File: config.mk
export PLATFORM = sky130hd
export DESIGN_NAME = weight_rom_stream_ctrl
export DESIGN_NICKNAME = d
export VERILOG_FILES = /design/src/rtl/weight_stream_pkg.sv /design/src/rtl/weight_stream_fifo.sv /design/src/rtl/weight_rom_stream_ctrl.sv
export SDC_FILE = /design/constraint.sdc
export NUM_CORES = 1
export LEC_CHECK = 0
export CAP_MARGIN = 40
export CORE_MARGIN = 2
export CORE_UTILIZATION = 55
export CTS_CLUSTER_DIAMETER = 60
export DETAILED_ROUTE_END_ITERATION = 16
export PLACE_DENSITY = 0.9
export RECOVER_POWER = 25
export SYNTH_ARGS = -nofsm -noshare
export SYNTH_HDL_FRONTEND = slang
export SYNTH_HIERARCHICAL = 1
export SYNTH_SLANG_ARGS = --single-unit
File: constraint.sdc
create_clock -name clk -period 14.2 [get_ports clk]
set_clock_uncertainty 0.1 [all_clocks]
set_input_delay 4.26 -clock clk [delete_from_list [all_inputs] [get_ports clk]]
set_output_delay 4.26 -clock clk [all_outputs]
set_load 0.005 [all_outputs]
File: src/rtl/weight_stream_pkg.sv
// Shared types and defaults for the weight ROM streaming sequencer.
package weight_stream_pkg;

    typedef enum logic [1:0] {
        ST_IDLE  = 2'd0,
        ST_RUN   = 2'd1,
        ST_DRAIN = 2'd2
    } state_e;

    localparam int ROM_LATENCY_DEF = 2;

endpackage

File: src/rtl/weight_stream_fifo.sv
// Shift-style synchronous FIFO; entry 0 is the registered head seen by the consumer.
module weight_stream_fifo #(
    parameter int DATA_WIDTH = 128,
    parameter int FIFO_DEPTH = 4,
    parameter int CNT_W      = $clog2(FIFO_DEPTH + 1)
) (
    input  logic                  clk,
    input  logic                  rst,
    input  logic                  wr_en,
    input  logic [DATA_WIDTH-1:0] wr_data,
    input  logic                  rd_en,
    output logic [DATA_WIDTH-1:0] rd_data,
    output logic                  rd_valid,
    output logic [CNT_W-1:0]      count
);

    localparam int IDX_W = (FIFO_DEPTH > 1) ? $clog2(FIFO_DEPTH) : 1;

    logic [DATA_WIDTH-1:0] mem [FIFO_DEPTH];
    logic [CNT_W-1:0]      count_r;
    logic [CNT_W-1:0]      wr_pos;
    logic                  pop;
    logic                  push;

    assign pop    = rd_en && (count_r != '0);
    assign push   = wr_en && ((count_r != CNT_W'(FIFO_DEPTH)) || pop);
    // A popping cycle shifts everything down, so the free slot moves down by one.
    assign wr_pos = pop ? (count_r - 1'b1) : count_r;

    always_ff @(posedge clk) begin
        if (rst) begin
            count_r <= '0;
        end else begin
            count_r <= count_r + CNT_W'(push) - CNT_W'(pop);
        end
    end

    always_ff @(posedge clk) begin
        if (rst) begin
            mem[0] <= '0;
        end else begin
            if (pop) begin
                for (int i = 0; i < FIFO_DEPTH - 1; i++) begin
                    mem[i] <= mem[i+1];
                end
            end
            if (push) begin
                mem[wr_pos[IDX_W-1:0]] <= wr_data;
            end
        end
    end

    assign rd_data  = mem[0];
    assign rd_valid = (count_r != '0);
    assign count    = count_r;

endmodule

File: src/rtl/weight_rom_stream_ctrl.sv
// Streams a fixed-latency weight ROM onto a valid/ready bus for a programmable
// number of passes, issuing reads only when the output FIFO has room for them.
module weight_rom_stream_ctrl
    import weight_stream_pkg::*;
#(
    parameter int DATA_WIDTH  = 128,
    parameter int DEPTH       = 576,
    parameter int ADDR_WIDTH  = $clog2(DEPTH) + 1,
    parameter int ROM_LATENCY = ROM_LATENCY_DEF,
    parameter int FIFO_DEPTH  = 4,
    parameter int PASS_WIDTH  = 16
) (
    input  logic                  clk,
    input  logic                  rst,
    input  logic                  start,
    input  logic [PASS_WIDTH-1:0] num_passes,
    output logic                  busy,
    output logic                  done,
    output logic [ADDR_WIDTH-1:0] rom_addr,
    output logic                  rom_ce,
    input  logic [DATA_WIDTH-1:0] rom_q,
    output logic [DATA_WIDTH-1:0] data_out,
    output logic                  data_out_valid,
    input  logic                  data_out_ready
);

    localparam int CNT_W = $clog2(FIFO_DEPTH + 1);
    localparam int IN_W  = $clog2(ROM_LATENCY + 1);
    localparam int SUM_W = $clog2(FIFO_DEPTH + ROM_LATENCY + 1) + 1;

    state_e                 state;
    logic [ADDR_WIDTH-1:0]  addr;
    logic [PASS_WIDTH-1:0]  pass_cnt;
    logic [PASS_WIDTH-1:0]  passes;
    logic [ROM_LATENCY-1:0] vld_p;
    logic [IN_W-1:0]        inflight;
    logic [CNT_W-1:0]       fifo_count;
    logic [SUM_W-1:0]       credit_sum;
    logic                   issue;
    logic                   push;
    logic                   pop;
    logic                   last_addr;
    logic                   last_pass;
    logic                   drain_done;

    // Credit counts every read already in the ROM pipe; a same-cycle pop is not credited.
    assign credit_sum = SUM_W'(fifo_count) + SUM_W'(inflight);
    assign issue      = (state == ST_RUN) && (credit_sum < SUM_W'(FIFO_DEPTH));
    assign push       = vld_p[ROM_LATENCY-1];
    assign pop        = data_out_valid && data_out_ready;
    assign last_addr  = (addr == ADDR_WIDTH'(DEPTH - 1));
    assign last_pass  = (pass_cnt == passes - 1'b1);
    assign drain_done = (inflight == '0) &&
                        ((fifo_count == '0) || ((fifo_count == CNT_W'(1)) && pop));

    always_ff @(posedge clk) begin
        if (rst) begin
            state    <= ST_IDLE;
            addr     <= '0;
            pass_cnt <= '0;
            passes   <= '0;
            done     <= 1'b0;
            vld_p    <= '0;
            inflight <= '0;
        end else begin
            done     <= 1'b0;
            // Issue/valid stage: a 1 shifted in here lines up with rom_q ROM_LATENCY cycles later.
            vld_p    <= (vld_p << 1) | ROM_LATENCY'(issue);
            inflight <= inflight + IN_W'(issue) - IN_W'(push);
            case (state)
                ST_IDLE: begin
                    if (start) begin
                        if (num_passes != '0) begin
                            passes   <= num_passes;
                            pass_cnt <= '0;
                            addr     <= '0;
                            state    <= ST_RUN;
                        end else begin
                            done <= 1'b1;
                        end
                    end
                end
                ST_RUN: begin
                    if (issue) begin
                        if (last_addr) begin
                            addr     <= '0;
                            pass_cnt <= pass_cnt + 1'b1;
                            if (last_pass) begin
                                state <= ST_DRAIN;
                            end
                        end else begin
                            addr <= addr + 1'b1;
                        end
                    end
                end
                ST_DRAIN: begin
                    if (drain_done) begin
                        done  <= 1'b1;
                        state <= ST_IDLE;
                    end
                end
                default: state <= ST_IDLE;
            endcase
        end
    end

    assign busy     = (state != ST_IDLE);
    assign rom_addr = addr;
    assign rom_ce   = 1'b1;

    weight_stream_fifo #(
        .DATA_WIDTH (DATA_WIDTH),
        .FIFO_DEPTH (FIFO_DEPTH),
        .CNT_W      (CNT_W)
    ) u_fifo (
        .clk      (clk),
        .rst      (rst),
        .wr_en    (push),
        .wr_data  (rom_q),
        .rd_en    (data_out_ready),
        .rd_data  (data_out),
        .rd_valid (data_out_valid),
        .count    (fifo_count)
    );

endmodule
Word-level counts from Yosys, hierarchy flattened
Memory sizes are Yosys's and may differ from the RTL's.
Index checks and enable logic that the tools add are counted.
{"block": "classes", "addsub": 9, "order_cmp": 1, "n_reduce_logical": 18, "shift": 0, "mul": 0, "muxes": 31, "n_eq_ne": 12, "div_mod_pow": 0, "bitwise_logic": 2}
{"operator": "$mux 128", "count": 1}
{"operator": "$mux 16", "count": 4}
{"operator": "$mux 11", "count": 4}
{"operator": "$pmux 16 s2", "count": 1}
{"operator": "$pmux 11 s2", "count": 1}
{"operator": "$add 16x1->16 const B", "count": 1}
{"operator": "$eq 16x16->1", "count": 1}
{"operator": "$reduce_bool 16->1", "count": 1}
{"operator": "$sub 16x1->16 const B", "count": 1}
{"operator": "$mux 2", "count": 7}
{"operator": "$ne 2x2->1 const B", "count": 6}
{"operator": "$add 11x1->11 const B", "count": 1}
{"operator": "$eq 11x10->1 const B", "count": 1}
{"operator": "$mux 1", "count": 11}
{"operator": "$pmux 2 s3", "count": 1}
{"operator": "$reduce_and 6->1", "count": 1}
{"operator": "$logic_and 1x1->1", "count": 5}
{"operator": "$reduce_and 5->1", "count": 1}
{"operator": "$add 3x2->4", "count": 1}
{"operator": "$logic_not 2->1", "count": 2}
{"operator": "$lt 4x3->1 const B", "count": 1}
{"operator": "$reduce_and 4->1", "count": 1}
{"operator": "$reduce_bool 2->1", "count": 2}
{"operator": "$add 3x1->3", "count": 1}
{"operator": "other kinds (15)", "count": 16}
{"block": "totals", "elab_cells": 82, "ff_bits": 53, "rom_bits": 0, "ram_bits": 512, "mem_count": 1, "latch_bits": 0, "input_bits": 148}
{"memory": "u_fifo.mem", "depth": 4, "width": 128, "rd": 4, "rd_clocked_by_memory_dff": 0, "write_ports": 4, "line_no": "weight_stream_fifo.sv:19", "source": "logic [DATA_WIDTH-1:0] mem [FIFO_DEPTH];"}

Logic depth before layout (Yosys ltp)
Gate-level depths: netlist of run 1.
{"block": "logic_depth", "depth_word": 7, "mapped_depth": 15, "depth_no_buf": 14}

Cells and area by module
The synthesis of run 1 kept the hierarchy.
{"mod": "weight_stream_fifo", "area_per_inst_um2": 21324.2, "n_inst": 1, "seq_area_each_um2": 15434.8, "cells_per_inst": 999}
{"mod": "weight_rom_stream_ctrl", "area_per_inst_um2": 2762.6, "n_inst": 1, "seq_area_each_um2": 1001.0, "cells_per_inst": 316}

Least setup slack after synthesis of run 1
OpenSTA, ideal clock, no wires.
{"block": "synth_path", "kind": "input port to flip-flop", "start": "input port data_out_ready", "end": "memory u_fifo.mem[2][0] (enable)", "path_slack_ns": 2.607, "path_buffers": 0, "arrival_time_ns": 10.836, "path_stages": 4, "required_ns": 13.443, "cell_sequence": "nand3b_1 -> and2_1 -> nand3_1 -> a21oi_1"}
{"item": "from (decl)", "line_no": "weight_rom_stream_ctrl.sv:24", "source": "input logic data_out_ready"}
{"item": "to (decl)", "line_no": "weight_stream_fifo.sv:19"}

==> impl_metrics.json, run 1 <==
{
  "ys_seq_elements": 565,
  "clk_latency_ns": 0.61,
  "final_nets": 1770,
  "syn_nets": 1473,
  "synth_compound_area_share_pct": 5.839,
  "synthTopCellsByArea": "edfxtp_1 64%, mux2_4 15%, a22o_1 4.7%",
  "vias": 13071,
  "mostFrequentLayoutCells": "512 x edfxtp_1, 240 x mux2_4, 227 x dlygate4sd3_1, 128 x a22o_1, 62 x clkdlybuf4s50_1",
  "dr.pass1.iters": 5,
  "cts.path.max_buffers": 3,
  "drt_iter0_drc": 1120,
  "initial_utilization_pct": 55.79,
  "hpwl_um": 32750,
  "drv_slew": 95,
  "synthArstFlopShare_pct": 0,
  "peakVddDrop_mv": 0.09516,
  "grt_pass1_wl_um": 78310,
  "synth_warnings": 6,
  "path_clk_slew_ns": 0.06,
  "fp.dieH_um": 213.3,
  "gp_congestion": 0.8537,
  "fillers": 2735,
  "numCtsBuffers": 56,
  "dp.cells": 2139,
  "maxCapViolations": 3,
  "rows": 76,
  "cts_sinks": 565,
  "ys_seq_area_share_pct": 68.24,
  "drc_errors": 0,
  "power_mw": 4.346,
  "layout_commonest_cell": "edfxtp_1",
  "synth_top_family_by_area": "multiplexers",
  "syn_avg_cell_area_um2": 18.32,
  "post-cts-setup-buffers": 0,
  "cp_data_arrival_time_ns": 9.12,
  "violations": "max-capacitance violations, max-slew violations",
  "core_um2": 43170,
  "synth_fa_ha_area_share_pct": 0.5506,
  "synth_edf_count": 512,
  "layout-drive-gt1-share_pct": 22.18,
  "power.density_nw_per_um2": 149.8,
  "gr-usage-all-layers_pct": 22.69,
  "synth_largest_area_cell": "edfxtp_1",
  "ctsHtreeMaxLevel": 2,
  "finalCritPeriodShare_pct": 62.54,
  "area_growth_pct": 20.46,
  "synth-simple-area-share_pct": 3.792,
  "post_drt_wl_per_cell_um": 23.32,
  "stdcell_count": 2253,
  "synth_flop_cell": "edfxtp_1",
  "hold_slack_ns": 0.3580,
  "crit_type": "in -> reg",
  "hold_violations": 0,
  "yosys.area_share.xor_xnor_pct": 1.782,
  "cp_num_buf_inv": 4,
  "min_path_type": "reg -> reg",
  "gr-total-overflow": 0,
  "synth.mux.area_fraction_pct": 16.41,
  "status": "complete, but fails checks",
  "rsz0062_at_grt": "false",
  "cpMaxStageDelayCell": "clkbuf_1",
  "numPortBuffers": 289,
  "die_w_um": 213.3,
  "antenna_found_initial": 14,
  "yosysTopAreaCellShare_pct": 63.83,
  "dieArea_um2": 45480,
  "ctsRootBufferMaster": "clkbuf_16",
  "max_stage_delay_ns": 1.52,
  "period_minus_slack_ns": 8.881,
  "cp_cell_sequence": "dlygate4sd3_1 -> clkbuf_1 -> and3b_1 -> o21ai_0 -> buf_4 -> buf_16 -> mux2_2",
  "syn_area_um2": 24090,
  "synth_cells": 1315,
  "synthDistinctLibCells": 66,
  "cellLeakagePower_nw": 11.04,
  "rrSetupSlack_ns": 8.86,
  "antenna_left": 0,
  "drt_wl_total_um": 52540,
  "grt_pass1_vias": 13397,
  "slew_headroom_pct": -85.40,
  "critPathRequiredTime_ns": 14.44,
  "start_kind": "input port",
  "crit_family": "buffers and inverters",
  "cts_tree": "built",
  "io_pins": 291,
  "cp_max_fo": 46,
  "fin_ws_ns": 5.319,
  "tightest_slew_ns": 2.752,
  "cp-end-kind": "flip-flop",
  "vias_per_cell": 5.802,
  "cts_resized": 0,
  "place_ws_ns": 6.555,
  "fmax_mhz": 112.6,
  "grt_max_degree": 129,
  "setup_viol": 0,
  "postCtsHoldBufs": 0,
  "finalSetupTns_ns": 0
}
sequential cells by signal, summed over array words and instances (netlist names):
register	cells
u_fifo/mem	512
pass_cnt	16
passes	16
rom_addr	11
u_fifo/count	3
inflight	2
state	2
vld_p	2
done	1
cells in the mapped netlist, types with 11 or more instances:
master	instances
buf_12	22
a21oi_1	12
inv_1	13
mux2_2	16
a22o_1	128
nor2_1	46
mux2i_1	17
xnor2_1	38
buf_2	30
dfxtp_1	53
edfxtp_1	512
nand2_1	16
nand3_1	18
mux2_4	240
xor2_1	11
nor3_1	19
worst reg2reg max path, stage by stage (launching register included):
cell	delay [ns]
dfxtp_1	0.59
inv_1	0.23
ha_1	0.28
nor2b_4	0.15
inv_2	0.13
a211oi_2	0.08
o21ai_0	2.07
buf_4	0.72
buf_16	0.32
mux2_2	0.42
report_power, final:
part           internal, mW  total, mW  switching, mW
sequential             2.13       2.23          0.100
combinational         0.374      0.743          0.369
clock                 0.757       1.37          0.612
total                  3.26       4.35           1.08
kinds of logic (layout without fill, tap and decap cells):
group           count (synthesis)  count (layout)
buf+inv                        88             432
mux                           273             273
xor+xnor                       49              49
simple gates                  162             162
fa+ha+maj                      10              10
compound gates                167             167
flops                         565             565
other cells                     1              10
stage by stage:
| stage | util [%] | cell area, um2 |
|---|---|---|
| 4_1_cts | 67.22 | 29020 |
| 2_1_floorplan | - | 24090 |
| 3_3_place_gp | 62.93 | 27170 |
| 5_1_grt | 67.20 | 29010 |
| 6_report | 67.21 | 29010 |
| 3_5_place_dp | 63.33 | 27340 |
layer usage:
metal / GRT usage, % / vias up / share of wire, %
li1: - / 5791 / -
met1: 28.00 / 6608 / 39
met2: 39.57 / 564 / 51
met3: 4.868 / 100 / 7.1
met4: 8.022 / 8 / 2.6
met5: 0 / - / 0.089
path summary, 6_finish.rpt:
kind                            depth (start not counted)       startpoint          endpoint
worst min-delay path                                    1         vld_p[0]          vld_p[1]
worst max register to register                          9  u_fifo/count[0]  u_fifo/mem[2][2]
worst max-delay path                                    7              rst  u_fifo/mem[2][2]
worst min register to register                          1         vld_p[0]          vld_p[1]
layout make-up:
cell class                      instances  area [um2]  share of cell area [%]
Antenna cell                            9       22.52                 0.07762
Clock buffer                           83        1503                   5.179
Clock inverter                         22       176.4                  0.6080
Inverter                               15       56.30                  0.1941
Multi-Input combinational cell        662        6898                   23.77
Sequential cell                       565       16440                   56.65
Tap cell                              585       732.0                   2.523
Timing Repair Buffer                  312        3191                   11.00
Power figures use the tool's default switching activity.
==> run 2: changes to the inputs <==
--- a/config.mk
+++ b/config.mk
@@ -7,10 +7,10 @@
 export LEC_CHECK = 0
 export CAP_MARGIN = 40
 export CORE_MARGIN = 2
-export CORE_UTILIZATION = 55
+export CORE_UTILIZATION = 51
 export CTS_CLUSTER_DIAMETER = 60
 export DETAILED_ROUTE_END_ITERATION = 16
-export PLACE_DENSITY = 0.9
+export PLACE_DENSITY = 0.88
 export RECOVER_POWER = 25
 export SYNTH_ARGS = -nofsm -noshare
 export SYNTH_HDL_FRONTEND = slang
==> constraint.sdc (replaced) <==
create_clock -name clk -period 7.2 [get_ports clk]
set_clock_uncertainty 0.1 [all_clocks]
set_input_delay 2.16 -clock clk [delete_from_list [all_inputs] [get_ports clk]]
set_output_delay 2.16 -clock clk [all_outputs]
set_load 0.005 [all_outputs]
==> impl_metrics.json, run 2 (same netlist as run 1, synthesis figures left out) <==
{
  "critPathRequiredTime_ns": 7.25,
  "core_um2": 46560,
  "grt_pass1_vias": 13614,
  "maxCapViolations": 2,
  "fmax_mhz": 173.5,
  "path_clk_slew_ns": 0.06,
  "numCtsBuffers": 56,
  "layout-drive-gt1-share_pct": 22.57,
  "antenna_found_initial": 16,
  "postCtsHoldBufs": 0,
  "rrSetupSlack_ns": 2.38,
  "rows": 79,
  "cp-end-kind": "flip-flop",
  "cp_max_fo": 48,
  "reg_top3": "u_fifo/mem x512, pass_cnt x16, passes x16",
  "finalCritPeriodShare_pct": 80.03,
  "dieArea_um2": 48980,
  "vias": 13025,
  "post-cts-setup-buffers": 0,
  "finalSetupTns_ns": 0,
  "power.density_nw_per_um2": 301.5,
  "die_w_um": 221.3,
  "fp.dieH_um": 221.3,
  "setup_viol": 0,
  "layout_commonest_cell": "edfxtp_1",
  "gr-usage-all-layers_pct": 20.55,
  "cts_tree": "built",
  "violations": "max-capacitance violations, max-slew violations",
  "mostFrequentLayoutCells": "512 x edfxtp_1, 256 x dlygate4sd3_1, 240 x mux2_4, 128 x a22o_1, 56 x clkbuf_16",
  "min_path_type": "reg -> reg",
  "io_pins": 291,
  "gr-total-overflow": 0,
  "gp_congestion": 0.8282,
  "power_mw": 8.800,
  "cp_data_arrival_time_ns": 5.81,
  "status": "complete, but fails checks",
  "placed_area_um2": 27340,
  "dr.pass1.iters": 9,
  "largest_reg_flops": 512,
  "final_nets": 1764,
  "tightest_slew_ns": 2.933,
  "initial_utilization_pct": 51.74,
  "cts_sinks": 565,
  "cts.path.max_buffers": 3,
  "stdcell_count": 2271,
  "hpwl_um": 30800,
  "grt_max_degree": 129,
  "cellLeakagePower_nw": 11.13,
  "grt_pass1_wl_um": 79650,
  "drt_iter0_drc": 884,
  "drt_wl_total_um": 51570,
  "crit_type": "in -> reg",
  "post_drt_wl_per_cell_um": 22.71,
  "dp.cells": 2155,
  "drv_slew": 73,
  "cts_resized": 0,
  "slew_headroom_pct": -95.53,
  "vias_per_cell": 5.735,
  "clk_latency_ns": 0.60,
  "start_kind": "input port",
  "drc_errors": 0,
  "ctsHtreeMaxLevel": 2,
  "hold_violations": 0,
  "ctsRootBufferMaster": "clkbuf_16",
  "peakVddDrop_mv": 0.1999,
  "numPortBuffers": 289,
  "design_area_um2": 29190,
  "period_minus_slack_ns": 5.762,
  "area_growth_pct": 21.17,
  "rsz0062_at_grt": "false",
  "antenna_left": 0,
  "regMostFlops": "u_fifo/mem"
}
## run 2: changes by cell type in the layout (fill, tap and decap cells not counted), sizes merged
cell and delta:
clkdlybuf4s50 -29, buf -7, dlygate4sd3 +29, clkbuf -15, clkinv +7, bufinv +7, diode +7, inv -3
## run 2: per-layer routing
metal	share of wire, %	track usage (%)
met3	5.8	4.289
met1	41	26.06
met2	51	35.29
met5	0.047	0
met4	2.6	6.798
## run 2: report_power, final
group | internal, mW | switching (mW)
Clock | 1.72 | 1.23
Combinational | 0.718 | 0.751
Sequential | 4.21 | 0.176
## run 2: metrics by stage
| stage | setup WS (ns) | hold slack, ns | utilization (%) |
|---|---|---|---|
| after floorplan | -2.287 | 0.3138 | - |
| after global placement | 2.114 | 0.3231 | 58.60 |
| after detailed placement | 2.116 | 0.3511 | 58.73 |
| after CTS | 2.352 | 0.3567 | 62.71 |
| after global routing | 1.206 | 0.3715 | 62.69 |
| final | 1.438 | 0.3574 | 62.69 |
## run 2: worst max-delay path, stage by stage
cell and delay, ns:
dlygate4sd3_1 0.72, nand2_2 0.20, or3_1 0.40, a21oi_4 0.17, clkbuf_1 2.07
## run 2: final timing paths
path,startpoint,to,depth (start not counted)
max reg2reg,u_fifo/count[0],u_fifo/mem[3][59],8
min reg2reg,vld_p[0],vld_p[1],1
min,vld_p[0],vld_p[1],1
max,data_out_ready,u_fifo/mem[3][59],5
## run 2: layout make-up
cell class | instances | area, um2
repair buffers | 306 | 3137
fillers | 3146 | 17370
multi-input cells | 662 | 6908
diodes | 16 | 40.04
well taps | 607 | 759.5
inverters | 15 | 56.30
clock inverters | 33 | 407.9
clock buffers | 67 | 1443
flip-flops and latches | 565 | 16440
